===== config.mk =====
export PLATFORM = sky130hd
export DESIGN_NAME = pong_draw_sequencer
export DESIGN_NICKNAME = d
export VERILOG_FILES = /design/src/rtl/pong_pkg.sv /design/src/rtl/rect_scanner.sv /design/src/rtl/pong_draw_sequencer.sv
export SDC_FILE = /design/constraint.sdc
export NUM_CORES = 1
export LEC_CHECK = 0
export CAP_MARGIN = 30
export CELL_PAD_IN_SITES_DETAIL_PLACEMENT = 1
export CELL_PAD_IN_SITES_GLOBAL_PLACEMENT = 2
export CORE_AREA = 4 4 113 115
export DETAILED_ROUTE_END_ITERATION = 10
export DIE_AREA = 0 0 117 119
export GPL_ROUTABILITY_DRIVEN = 0
export PLACE_DENSITY_LB_ADDON = 0.3
export REMOVE_ABC_BUFFERS = 1
export SETUP_SLACK_MARGIN = 0.1
export SLEW_MARGIN = 20
export SYNTH_ARGS = -nofsm -noshare
export SYNTH_HDL_FRONTEND = slang
export SYNTH_HIERARCHICAL = 1
export SYNTH_SLANG_ARGS = --single-unit

===== constraint.sdc =====
create_clock -name CLOCK_50 -period 3.7 [get_ports CLOCK_50]
set_input_delay 1.11 -clock CLOCK_50 [delete_from_list [all_inputs] [get_ports CLOCK_50]]
set_output_delay 1.11 -clock CLOCK_50 [all_outputs]
set_load 0.01 [all_outputs]

===== src/rtl/pong_pkg.sv =====
// Shared types and constants for the pong frame drawing path.
package pong_pkg;

    // Frame sequencer states, in sequence order
    typedef enum logic [3:0] {
        S_IDLE,
        S_LATCH,
        S_E_LEFT,
        S_E_RIGHT,
        S_E_BALL,
        S_D_LEFT,
        S_D_RIGHT,
        S_D_BALL,
        S_DONE
    } state_t;

    localparam logic [2:0] COLOUR_BLACK = 3'b000;
    localparam logic [2:0] COLOUR_WHITE = 3'b111;

    localparam int SCR_W = 160;
    localparam int SCR_H = 120;

    function automatic int imax(input int a, input int b);
        return (a > b) ? a : b;
    endfunction

endpackage


===== src/rtl/rect_scanner.sv =====
// Row-major rectangle walker: column offset fastest, then row. Wraps to the
// origin after the last pixel so back-to-back rectangles need no idle cycle.
module rect_scanner #(
    parameter int W  = 2,
    parameter int H  = 16,
    parameter int CW = $clog2(W + 1),
    parameter int RW = $clog2(H + 1)
) (
    input  logic          CLOCK_50,
    input  logic          resetn,
    input  logic          start,
    input  logic [CW-1:0] w,
    input  logic [RW-1:0] h,
    output logic [CW-1:0] col,
    output logic [RW-1:0] row,
    output logic          last
);

    logic row_end;

    assign row_end = (col == w - CW'(1));
    assign last    = row_end && (row == h - RW'(1));

    // Hold at origin while start is high, otherwise step one pixel per clock
    always_ff @(posedge CLOCK_50 or negedge resetn) begin
        if (!resetn) begin
            col <= '0;
            row <= '0;
        end else if (start) begin
            col <= '0;
            row <= '0;
        end else if (row_end) begin
            col <= '0;
            row <= last ? '0 : row + RW'(1);
        end else begin
            col <= col + CW'(1);
        end
    end

endmodule


===== src/rtl/pong_draw_sequencer.sv =====
// Per-frame owner of the VGA plot port: erases the previous paddles and ball,
// then draws them at freshly latched positions, one pixel per clock.
module pong_draw_sequencer #(
    parameter int PADDLE_W = 2,
    parameter int PADDLE_H = 16,
    parameter int BALL_SZ  = 2,
    parameter int LEFT_X   = 0,
    parameter int RIGHT_X  = 118,
    parameter int SCR_W    = pong_pkg::SCR_W,
    parameter int SCR_H    = pong_pkg::SCR_H
) (
    input  logic       CLOCK_50,
    input  logic       resetn,
    input  logic       frame_tick,
    input  logic [6:0] left_y,
    input  logic [6:0] right_y,
    input  logic [7:0] ball_x,
    input  logic [6:0] ball_y,
    output logic [7:0] x,
    output logic [6:0] y,
    output logic [2:0] colour,
    output logic       plot,
    output logic       busy,
    output logic       done,
    output logic       overrun
);

    import pong_pkg::*;

    localparam int W_MAX = imax(PADDLE_W, BALL_SZ);
    localparam int H_MAX = imax(PADDLE_H, BALL_SZ);
    localparam int CW    = $clog2(W_MAX + 1);
    localparam int RW    = $clog2(H_MAX + 1);

    localparam logic [8:0] X_LIM = 9'(SCR_W);
    localparam logic [7:0] Y_LIM = 8'(SCR_H);
    localparam logic [7:0] LX    = 8'(LEFT_X);
    localparam logic [7:0] RX    = 8'(RIGHT_X);

    state_t state, state_nx;

    // Positions: nxt_* is this frame's target, cur_* is what is on screen
    logic [6:0] nxt_left, nxt_right, nxt_ball_y;
    logic [7:0] nxt_ball_x;
    logic [6:0] cur_left, cur_right, cur_ball_y;
    logic [7:0] cur_ball_x;
    logic       drawn;

    logic          scan_clr, active;
    logic [CW-1:0] col, rw;
    logic [RW-1:0] row, rh;
    logic          last;

    logic [7:0] base_x;
    logic [6:0] base_y;
    logic [2:0] pix_colour;
    logic [8:0] px;
    logic [7:0] py;
    logic       visible;

    rect_scanner #(.W(W_MAX), .H(H_MAX), .CW(CW), .RW(RW)) u_scan (
        .CLOCK_50 (CLOCK_50),
        .resetn   (resetn),
        .start    (scan_clr),
        .w        (rw),
        .h        (rh),
        .col      (col),
        .row      (row),
        .last     (last)
    );

    // State register
    always_ff @(posedge CLOCK_50 or negedge resetn) begin
        if (!resetn) state <= S_IDLE;
        else         state <= state_nx;
    end

    // Next-state: rectangle states advance on their last pixel
    always_comb begin
        state_nx = state;
        case (state)
            S_IDLE:    if (frame_tick) state_nx = S_LATCH;
            S_LATCH:   state_nx = drawn ? S_E_LEFT : S_D_LEFT;
            S_E_LEFT:  if (last) state_nx = S_E_RIGHT;
            S_E_RIGHT: if (last) state_nx = S_E_BALL;
            S_E_BALL:  if (last) state_nx = S_D_LEFT;
            S_D_LEFT:  if (last) state_nx = S_D_RIGHT;
            S_D_RIGHT: if (last) state_nx = S_D_BALL;
            S_D_BALL:  if (last) state_nx = S_DONE;
            S_DONE:    state_nx = S_IDLE;
            default:   state_nx = S_IDLE;
        endcase
    end

    // FSM outputs: status flags and scanner control
    always_comb begin
        busy     = (state != S_IDLE);
        done     = (state == S_DONE);
        active   = 1'b0;
        case (state)
            S_E_LEFT, S_E_RIGHT, S_E_BALL,
            S_D_LEFT, S_D_RIGHT, S_D_BALL: active = 1'b1;
            default:                       active = 1'b0;
        endcase
        scan_clr = !active;
    end

    // Pick the rectangle origin, size and colour for the current state
    always_comb begin
        base_x     = '0;
        base_y     = '0;
        rw         = CW'(PADDLE_W);
        rh         = RW'(PADDLE_H);
        pix_colour = COLOUR_BLACK;
        case (state)
            S_E_LEFT:  begin base_x = LX; base_y = cur_left; end
            S_E_RIGHT: begin base_x = RX; base_y = cur_right; end
            S_E_BALL:  begin
                base_x = cur_ball_x; base_y = cur_ball_y;
                rw = CW'(BALL_SZ); rh = RW'(BALL_SZ);
            end
            S_D_LEFT:  begin base_x = LX; base_y = nxt_left; pix_colour = COLOUR_WHITE; end
            S_D_RIGHT: begin base_x = RX; base_y = nxt_right; pix_colour = COLOUR_WHITE; end
            S_D_BALL:  begin
                base_x = nxt_ball_x; base_y = nxt_ball_y;
                rw = CW'(BALL_SZ); rh = RW'(BALL_SZ);
                pix_colour = COLOUR_WHITE;
            end
            default: ;
        endcase
    end

    // One extra bit on each axis so off-screen pixels never wrap back on
    assign px      = {1'b0, base_x} + 9'(col);
    assign py      = {1'b0, base_y} + 8'(row);
    assign visible = (px < X_LIM) && (py < Y_LIM);

    // Position latches: capture at LATCH, commit to on-screen copy at DONE
    always_ff @(posedge CLOCK_50 or negedge resetn) begin
        if (!resetn) begin
            nxt_left   <= '0;
            nxt_right  <= '0;
            nxt_ball_x <= '0;
            nxt_ball_y <= '0;
            cur_left   <= '0;
            cur_right  <= '0;
            cur_ball_x <= '0;
            cur_ball_y <= '0;
            drawn      <= 1'b0;
        end else if (state == S_LATCH) begin
            nxt_left   <= left_y;
            nxt_right  <= right_y;
            nxt_ball_x <= ball_x;
            nxt_ball_y <= ball_y;
        end else if (state == S_DONE) begin
            cur_left   <= nxt_left;
            cur_right  <= nxt_right;
            cur_ball_x <= nxt_ball_x;
            cur_ball_y <= nxt_ball_y;
            drawn      <= 1'b1;
        end
    end

    // Registered plot port and dropped-tick pulse
    always_ff @(posedge CLOCK_50 or negedge resetn) begin
        if (!resetn) begin
            x       <= '0;
            y       <= '0;
            colour  <= COLOUR_BLACK;
            plot    <= 1'b0;
            overrun <= 1'b0;
        end else begin
            x       <= px[7:0];
            y       <= py[6:0];
            colour  <= pix_colour;
            plot    <= active && visible;
            overrun <= frame_tick && (state != S_IDLE);
        end
    end

endmodule


Word-level counts from Yosys, hierarchy flattened

Index checks and enable logic that the tools add are counted.

Bits in registers: 90
Input bits: 32
Output and inout bits: 22
Word-level logic and storage cells: 74

Add/sub/neg operators: 5
$lt $le $gt $ge: 2
Equal/unequal tests: 18
Muxes and demuxes: 19
Bitwise logic cells: 1
Reductions and logical operators: 12

Operator list:

| kind                                                                     | count |
|---|---|
| 7-bit one-hot mux with 6 select lines                                    | 1 |
| 4-bit one-hot mux with 8 select lines                                    | 1 |
| 4-bit 2-to-1 mux                                                         | 7 |
| 8-bit one-hot mux with 3 select lines                                    | 1 |
| 5-bit 2-to-1 mux                                                         | 4 |
| 4-bit by 3-bit == test with 1-bit output (second input constant)         | 4 |
| 2-bit by 1-bit inequality test with 1-bit output (second input constant) | 7 |
| 8-bit by 2-bit adder with 9-bit output                                   | 1 |
| 9-bit by 8-bit < comparator with 1-bit output (second input constant)    | 1 |
| 7-bit by 5-bit adder with 8-bit output                                   | 1 |
| 4-bit by 2-bit == test with 1-bit output (second input constant)         | 2 |
| 8-bit by 7-bit < comparator with 1-bit output (second input constant)    | 1 |
| 7-bit AND reduction                                                      | 1 |
| 3-bit 2-to-1 mux                                                         | 2 |
| 6-bit OR reduction                                                       | 1 |
| 5-bit by 1-bit adder with 5-bit output (second input constant)           | 1 |
| 5-bit == test                                                            | 1 |
| 5-bit by 1-bit subtractor with 5-bit output (second input constant)      | 1 |
| 4-bit by 1-bit == test with 1-bit output (second input constant)         | 1 |
| 4-bit == test (second input constant)                                    | 1 |
| 1-bit logical AND                                                        | 4 |
| 4-bit logical NOT                                                        | 1 |
| 2-bit 2-to-1 mux                                                         | 2 |
| 4-bit nonzero test                                                       | 1 |
| 8 further kinds                                                          | 9 |

Logic depth before layout (Yosys ltp)

Gate-level depths: netlist of run 1.

Word-level depth: 9
Gate-level depth with buffers: 14
Mapped depth without buffers: 11

By module

Netlist of run 1, hierarchy kept.

Modules (own cells, without submodules):

| module              | instances | cells an instance | area each (sq um) | sequential area each (sq um) |
|---|---|---|---|---|
| pong_draw_sequencer | 1         | 291               | 3893.7            | 2026.9 |
| rect_scanner        | 1         | 51                | 480.5             | 175.2 |

Worst setup path before layout of run 1

OpenSTA, ideal clock, no wires.

Path kind: register -> register
Start point: register state[1]
End point: register plot
Setup time: 120 ps
Data arrival time: 3033 ps
Data required time: 3580 ps
Setup slack: 546 ps
Cell stages (with the launch flop): 15
Buffers on the path: 3
Period minus slack after synthesis: 3154 ps
Cells stage by stage: dfrtp_1 > buf_2 > buf_2 > buf_1 > mux4_2 > nand2_1 > o21ai_0 > ha_1 > fa_1 > a21o_1 > a21oi_1 > xnor2_1 > and2_1 > o211ai_1 > and4_1

Elaborated cells on any way between the ends: 17
Those cells by class: add/sub: 2; order compare: 2; eq/ne: 6; mux: 3; reduce/logical: 4

RTL lines:

| item                                                                                                 | line                       | text |
|---|---|---|
| start: declaration                                                                                   | pong_draw_sequencer.sv:40  | `state_t state, state_nx;` |
| start signal: assignment                                                                             | pong_draw_sequencer.sv:75  | `else state <= state_nx;` |
| 4-bit by 3-bit == test with 1-bit output or 4-bit by 2-bit == test with 1-bit output (tied branches) | pong_draw_sequencer.sv:115 | `case (state)` |
| 7-bit one-hot mux with 6 select lines *                                                              | pong_draw_sequencer.sv:115 |  |
| 7-bit by 5-bit adder with 8-bit output *                                                             | pong_draw_sequencer.sv:135 | `assign py = {1'b0, base_y} + 8'(row);` |
| via py[4]                                                                                            | pong_draw_sequencer.sv:58  | `logic [7:0] py;` |
| 8-bit by 7-bit < comparator with 1-bit output *                                                      | pong_draw_sequencer.sv:136 | `assign visible = (px < X_LIM) && (py < Y_LIM);` |
| 1-bit logical AND *                                                                                  | pong_draw_sequencer.sv:136 |  |
| 1-bit logical AND *                                                                                  | pong_draw_sequencer.sv:176 | `plot <= active && visible;` |
| end signal: assignment                                                                               | pong_draw_sequencer.sv:176 |  |
| end: declaration                                                                                     | pong_draw_sequencer.sv:22  | `output logic plot,` |

Mark *: on every way through the listed nets, which the timed path passes. The rest lies on a longest branch.
A chain may end at the register's enable or synchronous reset.

Worst setup path in the final report of run 1

Start point: register state[0]
End point: register plot

The elaborated chain is that of the path after synthesis.

==> impl_metrics.env, run 1 <==
export IMPL_end_kind="register"
export IMPL_final_min_clock_period_ps=3270
export IMPL_grt_util_all_layers_pct=15.0
export IMPL_ys_warn_count=6
export IMPL_max_freq_ghz=0.306
export IMPL_comb_power_share_pct=27.6
export IMPL_via_count=2852
export IMPL_htree_levels=3
export IMPL_grt_max_degree=50
export IMPL_rsz0062_at_grt="false"
export IMPL_cts_root_buffer="clkbuf_16"
export IMPL_holdCritStartpoint="cur_ball_y[1]"
export IMPL_tightest_slew_ps=818
export IMPL_grt_pass1_wl_um=16300
export IMPL_wire_per_inst_um=17.1
export IMPL_synthSimpleGateAreaFrac_pct=10.0
export IMPL_gr_total_overflow=0
export IMPL_clk_pin_slew_worst_paths_ps=60
export IMPL_syn_area_mm2=0.00437
export IMPL_rr_startpoint="state[0]"
export IMPL_clock_skew_ps=6.62
export IMPL_drtIter0Drc=131
export IMPL_hp_class="reg2reg"
export IMPL_die_area_mm2=0.0139
export IMPL_synthAdderAreaFrac_pct=3.49
export IMPL_avgSynthCellArea_um2=12.8
export IMPL_synthToLayoutAreaGrowth_pct=23.5
export IMPL_path_delay_family="flip-flops"
export IMPL_clkLatencyLatePin_ps=340
export IMPL_place_inst=541
export IMPL_num_rows=40
export IMPL_wl_um=9520
export IMPL_drive_gt1_share_pct=24.4
export IMPL_critPathLaunchType="register"
export IMPL_synth_cells=342
export IMPL_cts_resized=0
export IMPL_post_dp_hpwl_um=6990
export IMPL_critPathKind="reg2reg"
export IMPL_die_x_um=117
export IMPL_yosys_register_bits=88
export IMPL_worstPathCellList="mux4_2 > nand2_1 > o21ai_0 > ha_1 > fa_1 > a21o_1 > a21oi_1 > xnor2_1 > and2_1 > nand4b_1 > and4_1"
export IMPL_cts_inserted_buffers=9
export IMPL_core_area_mm2=0.0118
export IMPL_port_buffers=53
export IMPL_diodes=0
export IMPL_period_share_pct=88.4
export IMPL_critPathLaunch="state[0]"
export IMPL_internal_power_mw=2.11
export IMPL_crit_buf_inv=0
export IMPL_netSwitchingFraction_pct=30.8
export IMPL_cap_violations=0
export IMPL_p_seq_share_pct=41.5
export IMPL_clk_path_buf_depth=2
export IMPL_arrival_ps=3500
export IMPL_synth_xor_area_share_pct=4.41
export IMPL_ant_nets=0
export IMPL_io_pins=54
export IMPL_synth_enable_flop_cells=0
export IMPL_crit_slowest_cell="dfrtp_1"
export IMPL_synth_seq_area_share_pct=50.3
export IMPL_cts_tree="done"
export IMPL_synthFlopType="dfrtp_1"
export IMPL_max_slew_margin_pct=45.0
export IMPL_drc_errors=0
export IMPL_worstPathRequired_ps=3930
export IMPL_slew_viol_final=0
export IMPL_final_setup_viol_count=0
export IMPL_async_reset_ff_share_pct=100
export IMPL_path_max_fanout=15
export IMPL_postCtsSetupRepairBufs=0
export IMPL_cellLeakagePower_nw=2.49
export IMPL_status="finished clean"
export IMPL_synth_compound_area_share_pct=8.61
export IMPL_finalHoldViolCount=0
export IMPL_vdd_drop_max_mv=0.198
export IMPL_finalNonFillerCells=556
export IMPL_synth_top_family_by_area="multiplexers"
export IMPL_cts_sinks=88
export IMPL_p_clk_share_pct=31.0
export IMPL_muxShareOfSynthArea_pct=20.0
export IMPL_cts_hold_buffers=0
export IMPL_p_per_area_mw_per_mm2=565
export IMPL_antenna_found_initial=0
export IMPL_initial_core_util_pct=37.0
export IMPL_vias_per_cell=5.13
export IMPL_synth_cell_types=52
export IMPL_max_stage_delay_ps=700
export IMPL_p_sw_uw=941
export IMPL_die_y_um=119
export IMPL_tns_ps=0
export IMPL_grt_pass1_vias=3033
export IMPL_drt_pre_antenna_iters=4
export IMPL_nets=448
-- flip-flops by register name (all words and copies together) (netlist names), 5 cells and up --
name	count
cur_ball_x	8
x	8
cur_left	7
u_scan/row	5
nxt_ball_x	8
nxt_right	7
cur_ball_y	7
y	7
nxt_ball_y	7
cur_right	7
nxt_left	7
-- metrics by stage --
stage	util, %	cell area (um^2)	hold WS (ps)	setup WS (ps)	total power, mW
floorplan	-	4310	453	-101	1.76
global placement	43.2	5100	470	533	2.11
detailed placement	43.2	5100	484	435	2.14
CTS	45.7	5400	498	394	3.09
global route	45.7	5400	512	153	3.24
finish	45.7	5400	492	431	3.05
-- worst paths after layout --
check / cells after the start / slack [ps] / to
setup / recovery: 11 / 430 / plot
hold / removal: 1 / 490 / cur_ball_y[1]
setup reg to reg: 11 / 430 / plot
hold reg to reg: 1 / 490 / cur_ball_y[1]
max in group asynchronous: 2 / 2300 / nxt_ball_y[3]
min in group asynchronous: 1 / 750 / x[4]
-- final cells by class --
type	instances	area [um^2]
Fill cell	1238	6410
Inverter	7	26.3
Tap cell	147	184
Timing Repair Buffer	60	593
Clock buffer	11	233
Clock inverter	4	70.1
Multi-Input combinational cell	239	2090
Sequential cell	88	2200
-- worst reg2reg max path, stage by stage, from the launching register on --
cell and delay, ps:
dfrtp_1 700, mux4_2 580, nand2_1 80, o21ai_0 100
ha_1 230, fa_1 430, a21o_1 190, a21oi_1 230
xnor2_1 160, and2_1 170, nand4b_1 100, and4_1 190
-- cell usage after synthesis (5+ instances only) --
cell type	number	area, um^2
o21ai_0	10	50.1
mux2_2	61	687
dfrtp_1	88	2200
buf_2	7	35.0
a21oi_1	10	50.1
nor2b_1	7	43.8
inv_1	7	26.3
xnor2_1	14	123
a22oi_1	5	37.5
nand2b_1	5	31.3
nor2_1	13	48.8
xor2_1	8	70.1
mux4_2	5	113
ha_1	9	113
nor3b_1	5	37.5
nand2_1	12	45.0
-- per-layer routing --
| layer | GRT usage [%] | vias up | part of all wire [%] |
|---|---|---|---|
| met2 | 22.8 | 46 | 48 |
| met3 | 2.79 | 11 | 3.2 |
| met4 | 4.73 | 0 | 1.2 |
| met5 | 0 | - | 0 |
| met1 | 21.5 | 1453 | 48 |
| li1 | - | 1342 | - |
-- power groups by stage --
stage | combinational (mW) | sequential [mW] | clock, mW
after floorplan | 0.458 | 1.30 | 0
after global placement | 0.827 | 1.28 | 0
after detailed placement | 0.851 | 1.29 | 0
after CTS | 0.856 | 1.27 | 0.964
after global routing | 0.936 | 1.29 | 1.01
final | 0.842 | 1.27 | 0.946
-- cells by family (layout without fill, tap and decap cells) --
group | count (synthesis) | count (layout)
compound gates | 53 | 53
xor+xnor | 22 | 22
flops | 88 | 88
other cells | 2 | 11
mux | 73 | 73
fa+ha+maj | 11 | 11
buf+inv | 24 | 82
simple gates | 69 | 69
-- cell usage in the layout (no fill, tap or decap), drive strengths merged, types with 5 or more instances in the layout --
| cell | Yosys | layout |
|---|---|---|
| xor2 | 8 | 8 |
| mux4 | 5 | 5 |
| mux2i | 5 | 5 |
| mux2 | 63 | 63 |
| nand2 | 12 | 12 |
| buf | 15 | 8 |
| nor2b | 7 | 7 |
| nand2b | 5 | 5 |
| conb | 2 | 11 |
| xnor2 | 14 | 14 |
| ha | 9 | 9 |
| and2b | 5 | 5 |
| a22oi | 5 | 5 |
| nor2 | 13 | 13 |
| dfrtp | 88 | 88 |
| inv | 7 | 7 |
| a21oi | 10 | 10 |
| clkdlybuf4s50 | 0 | 52 |
| o21ai | 14 | 14 |
| clkbuf | 2 | 11 |
| nor3b | 5 | 5 |
(Power assumes the default switching activity.)
==> inputs of run 2 (changes only) <==
--- a/config.mk
+++ b/config.mk
@@ -5,6 +5,7 @@
 export SDC_FILE = /design/constraint.sdc
 export NUM_CORES = 1
 export LEC_CHECK = 0
+export ABC_AREA = 0
 export CAP_MARGIN = 30
 export CELL_PAD_IN_SITES_DETAIL_PLACEMENT = 1
 export CELL_PAD_IN_SITES_GLOBAL_PLACEMENT = 2
==> results of run 2 <==
Same layout as run 1: the final DEF is identical, and so are final timing and power.
==> patch 1 (config.mk and constraints of run 2) <==
Encoding of `state_t`: now one-hot (9 bits for 9 states).
--- a/src/rtl/pong_pkg.sv
+++ b/src/rtl/pong_pkg.sv
@@ -2,16 +2,16 @@
 package pong_pkg;
 
     // Frame sequencer states, in sequence order
-    typedef enum logic [3:0] {
-        S_IDLE,
-        S_LATCH,
-        S_E_LEFT,
-        S_E_RIGHT,
-        S_E_BALL,
-        S_D_LEFT,
-        S_D_RIGHT,
-        S_D_BALL,
-        S_DONE
+    typedef enum logic [8:0] {
+        S_IDLE    = 9'b000000001,
+        S_LATCH   = 9'b000000010,
+        S_E_LEFT  = 9'b000000100,
+        S_E_RIGHT = 9'b000001000,
+        S_E_BALL  = 9'b000010000,
+        S_D_LEFT  = 9'b000100000,
+        S_D_RIGHT = 9'b001000000,
+        S_D_BALL  = 9'b010000000,
+        S_DONE    = 9'b100000000
     } state_t;
 
     localparam logic [2:0] COLOUR_BLACK = 3'b000;
Formal check against the unedited RTL: same outputs for any inputs over 10 cycles, from zero or initial values and one cycle with resetn low; not proved beyond that.
==> patch 1 against run 2 <==
Sequential power rose by 13%; sequential cell count rose by 5; critical path depth fell by 6; synthesized area rose by 3.3%; wire length rose by 13%; worst setup slack got worse by 140 ps; power rose by 2.6%; via count rose by 15%; cell area rose by 3.8%; hold slack got worse by 20 ps; core utilization rose by 1.7 points.
==> patch 1: results (changes against run 2) <==
Synthesis
  • Register area share after synthesis: 0.516 (+0.0121)
  • Top cells by area, synth: dfrtp_1 (51%), nand2_1 (8.8%), mux2_2 (7.2%)
  • Most frequent cells after synthesis: nand2_1 (106), dfrtp_1 (92), mux2_2 (29), xnor2_1 (13), clkbuf_1 (12)
  • Post-synthesis cell type count: 63 (+21%)
  • Ys Warns: 6 (unchanged)
  • Post-Synthesis Cells: 419 (+23%)
  • FFs w/ async S/R, synth: 1.00 (unchanged)

Worst hold path
  • Min-Delay Path Class: flop to flop
  • Hold Path Origin: cur_right[4]$_DFFE_PN0P_
  • Hold worst-path end: cur_right[4]$_DFFE_PN0P_
  • Hold path cells: 2 (+1)

GRT
  • Vias in the first global route: 3534 (+17%)
  • First-pass GRT wire length: 18500 um (+13%)
  • Overall routing resource usage: 0.170 (+0.0204)
  • Initial antenna violation count: 0 (unchanged)
  • Grt ovf: 0 (unchanged)
  • Pin count of the biggest net entering global routing: 48 (-4.0%)

Worst setup path
  • Reg2Reg Depth: 13 (+2)
  • Critical path startpoint: state[8]$_DFFE_PN0P_
  • R2r endpoint: plot$_DFF_PN0_
  • Register-to-register setup slack: 320 ps (-110 ps)
  • Crit-path max FO: 7 (-8)
  • Reg2reg start: state[1]$_DFFE_PN0P_

Final layout
  • Diode count: 0 (unchanged)
  • Layout cells sized above 1: 0.169 (-0.0751)
  • FILL cells: 1306 (+5.5%)
  • Flip-flop count of the largest register after layout: 9
  • Layout Nets: 528 (+18%)
  • Biggest register: state
  • Fin area: 0.00561 mm2 (+3.8%)

Timing
  • Hold_ws: 473 ps (-19.7 ps)
  • Worst clock skew: 5.91 ps (-0.708 ps)
  • Period utilization: 0.921 (+0.0373)
  • Slew @ Worst Pin: 713 ps (-105 ps)

Clocking
  • Total CTS buffers: 9 (unchanged)
  • # H-tree levels: 3 (unchanged)
  • Skew-Pair Late Insertion Delay: 340 ps (about the same)
  • Root buffer cell: clkbuf_16
  • Clk pin slew, worst setup/hold paths: 60 ps (about the same)
  • Bufs on Longest Clock Path: 2 (unchanged)
  • Postcts setup bufs: 0 (unchanged)

Pwr
  • Leakage: 2.65 nW (+6.6%)
  • Maximum vdd drop: 232 uV (+17%)
  • Sw Pwr: 0.000905 W (-3.9%)

Place
  • # port buffers: 53 (unchanged)
  • DP Worst Slack: 120 ps (-315 ps)
  • Post-DP HPWL: 8140 um (+17%)
  • Post-DP Area: 0.00526 mm2 (+3.2%)
  • DP Cell Count: 621 (+15%)

Run status
  • Status: completed

Detailed routing
  • WL per Instance: 16.8 um (-1.6%)
  • Via count: 3290 (+15%)
  • Detailed Routing Iterations Pass 1: 6 (+2)
  • Starting DRT DRC Count: 112 (-15%)
  • Avg Vias per Cell: 5.16 (+0.69%)
==> patch 1: layer usage <==
metal / global-route usage / wire [um] / vias up
met1: 0.244 / 5140 / 1648
met4: 0.0609 / 210 / 0
met5: 0 / 0 / -
met3: 0.0259 / 303 / 14
met2: 0.260 / 5080 / 60
li1: - / - / 1568
==> patch 1: repair_timing <==
| action | in CTS | in global routing |
|---|---|---|
| endpoints found under the setup margin | 2 | 2 |
| hold endpoints to repair | 0 | 0 |
| gates resized for setup | 2 | 3 |
==> patch 1: worst max-delay path by stage <==
stage | end | slack [ps]
floorplan | plot$_DFF_PN0_ | 490
finish | busy | 290
global route | plot$_DFF_PN0_ | 110
detailed placement | plot$_DFF_PN0_ | 120
CTS | busy | 210
global placement | plot$_DFF_PN0_ | 310
==> patch 1: power groups by stage <==
stage               clock network [W]  registers (W)  logic (W)
finish                       0.000995        0.00143   0.000704
global route                  0.00107        0.00146   0.000771
CTS                           0.00102        0.00144   0.000714
detailed placement                  0        0.00145   0.000709
global placement                    0        0.00145   0.000692
floorplan                           0        0.00138   0.000474
==> patch 1: cell type report <==
class,count,share of cell area
Clock inverter,6,0.0154
Clock buffer,10,0.0426
Sequential cell,93,0.415
Timing Repair Buffer,68,0.114
Multi-Input combinational cell,304,0.374
Tap cell,147,0.0328
Inverter,9,0.00602
==> patch 1: logic make-up after synthesis <==
| group | share of synthesized area |
|---|---|
| DFF | 0.516 |
| and+or+nand+nor | 0.190 |
| xor gates and xnor gates | 0.0446 |
| buffers and inverters | 0.0324 |
| muxes | 0.0753 |
| adders and majority gates | 0.0338 |
| other | 0.00166 |
| AOI/OAI and AO/OA | 0.106 |
==> patch 1: critical path, stage by stage, from the launching register on <==
cell,delay (ps)
dfrtp_1,450
nor3_4,310
nand2_1,130
nor3_1,210
nand3b_1,290
clkdlybuf4s50_1,570
==> patch 2 (flow settings as in run 2) <==
Without the edit above. Change the parameter `RIGHT_X` from 118 to 88.
--- a/src/rtl/pong_draw_sequencer.sv
+++ b/src/rtl/pong_draw_sequencer.sv
@@ -5,7 +5,7 @@
     parameter int PADDLE_H = 16,
     parameter int BALL_SZ  = 2,
     parameter int LEFT_X   = 0,
-    parameter int RIGHT_X  = 118,
+    parameter int RIGHT_X  = 88,
     parameter int SCR_W    = pong_pkg::SCR_W,
     parameter int SCR_H    = pong_pkg::SCR_H
 ) (
Formal check against the unedited RTL: same outputs for any inputs over 10 cycles, from zero or initial values and one cycle with resetn low; that may be too few to reach the edited logic, so the function may still have changed.
==> patch 2 against run 2 <==
Synthesized area is 2.3% higher; wire length is 7.0% higher; critical path depth down 8; worst setup slack lost 40 ps; power grew 9.3%; combinational power increased by 8.4%; sequential cell count unchanged; first-iteration DRC count up 31%; cell area up 3.2%; sequential share of layout area shrank 1.2 points.
==> patch 2: results (changes against run 2) <==
Run status
  • Status: completed

Final layout
  • Layout Nets: 478 (+6.7%)
  • Final cell count without fillers: 587 (+5.6%)
  • Layout cells sized above 1: 0.250 (+0.00550)

Synthesis
  • Register area share after synthesis: 0.492 (-0.0115)
  • Syn avg cell area: 12.1 um2 (-5.7%)
  • Ys Warns: 6 (unchanged)
  • Top cells by area, synth: dfrtp_1 (49%), mux2_2 (16%), ha_1 (2.5%)

Place
  • Post-DP Area: 0.00519 mm2 (+1.8%)
  • Post-DP HPWL: 7410 um (+6.1%)
  • DP Worst Slack: 370 ps (-65.1 ps)
  • DP Cell Count: 571 (+5.5%)

Worst setup path
  • CP arrival: 2200 ps (-1300 ps)
  • CP peak stage delay: 590 ps (-110 ps)
  • Top delay family on crit path: simple AND/OR/NAND/NOR gates

Timing
  • Worst rel slew slack: 0.581 (+0.131)
  • Worst clock skew: 7.04 ps (+0.422 ps)

GRT
  • Vias in the first global route: 3229 (+6.5%)
  • First-pass GRT wire length: 17000 um (+4.5%)

Detailed routing
  • WL per Instance: 17.4 um (+1.3%)
  • Avg Vias per Cell: 5.16 (+0.56%)

Clocking
  • Skew-Pair Late Insertion Delay: 350 ps

Pwr
  • Maximum vdd drop: 300 uV (+51%)
  • Switch share: 0.292 (-0.0161)
  • Leakage: 2.57 nW (+3.4%)
  • Sequential share of power: 0.376 (-0.039)
  • Power Combinational: 0.000913 W (+8.4%)
-- patch 2: changes by cell type in the layout (fill, tap and decap cells not counted), sizes merged, moves of 4 or more --
cell	delta
and2b	-4
inv	+6
a22oi	+8
nor2	+9
buf	+5
o221ai	-4
-- patch 2: final timing paths --
kind / startpoint / end / slack [ps] / cells past startpoint
worst max-delay path: state[1]$_DFFE_PN0P_ / done / 390 / 3
worst min-delay path: cur_ball_x[5]$_DFFE_PN0P_ / cur_ball_x[5]$_DFFE_PN0P_ / 510 / 1
worst max register to register: state[1]$_DFFE_PN0P_ / plot$_DFF_PN0_ / 470 / 13
worst min register to register: cur_ball_x[5]$_DFFE_PN0P_ / cur_ball_x[5]$_DFFE_PN0P_ / 510 / 1
max in group asynchronous: resetn / state[2]$_DFFE_PN0P_ / 2290 / 2
min in group asynchronous: resetn / cur_left[1]$_DFFE_PN0P_ / 750 / 1
-- patch 2: worst reg2reg max path, cell delays in order, from the launching register on --
cell	delay, ps
dfrtp_1	590
buf_4	290
nor2b_1	260
a22oi_1	110
o22ai_1	200
ha_1	240
inv_1	70
fa_1	410
nor2b_1	190
o31a_1	220
a211oi_1	80
o211ai_1	190
a21oi_1	100
a2111oi_2	200
-- patch 2: final cells by class --
cell class,count,area [um2]
Inverter,13,48.8
Sequential cell,88,2200
Fill cell,1238,6230
Multi-Input combinational cell,258,2130
Timing Repair Buffer,65,631
Clock inverter,6,155
Clock buffer,10,229
Tap cell,147,184
-- patch 2: kinds of logic (layout without fill, tap and decap cells) --
group	count (synthesis)	in the layout	share of synthesized area
buf+inv	34	94	0.0408
compound gates	69	69	0.117
fa+ha+maj	11	11	0.0341
other cells	2	11	0.00168
mux	72	72	0.186
simple gates	74	74	0.0880
flops	88	88	0.492
xor+xnor	21	21	0.0411
-- patch 2: layer usage --
metal  GRT usage  up-vias  wire length, um  part of all wire
met4      0.0602        0              172             0.017
met2       0.249       43             5020              0.49
met3      0.0340       11              256             0.025
met5           0        -                0                 0
li1            -     1437                -                 -
met1       0.215     1537             4730              0.46
-- patch 2: per-stage QoR --
| stage | util | hold slack (ps) | power, W |
|---|---|---|---|
| 6_report | 0.472 | 508 | 0.00334 |
| 5_1_grt | 0.472 | 520 | 0.00354 |
| 3_3_place_gp | 0.440 | 487 | 0.00218 |
| 2_1_floorplan | - | 472 | 0.00179 |
| 4_1_cts | 0.472 | 512 | 0.00339 |
| 3_5_place_dp | 0.440 | 497 | 0.00221 |
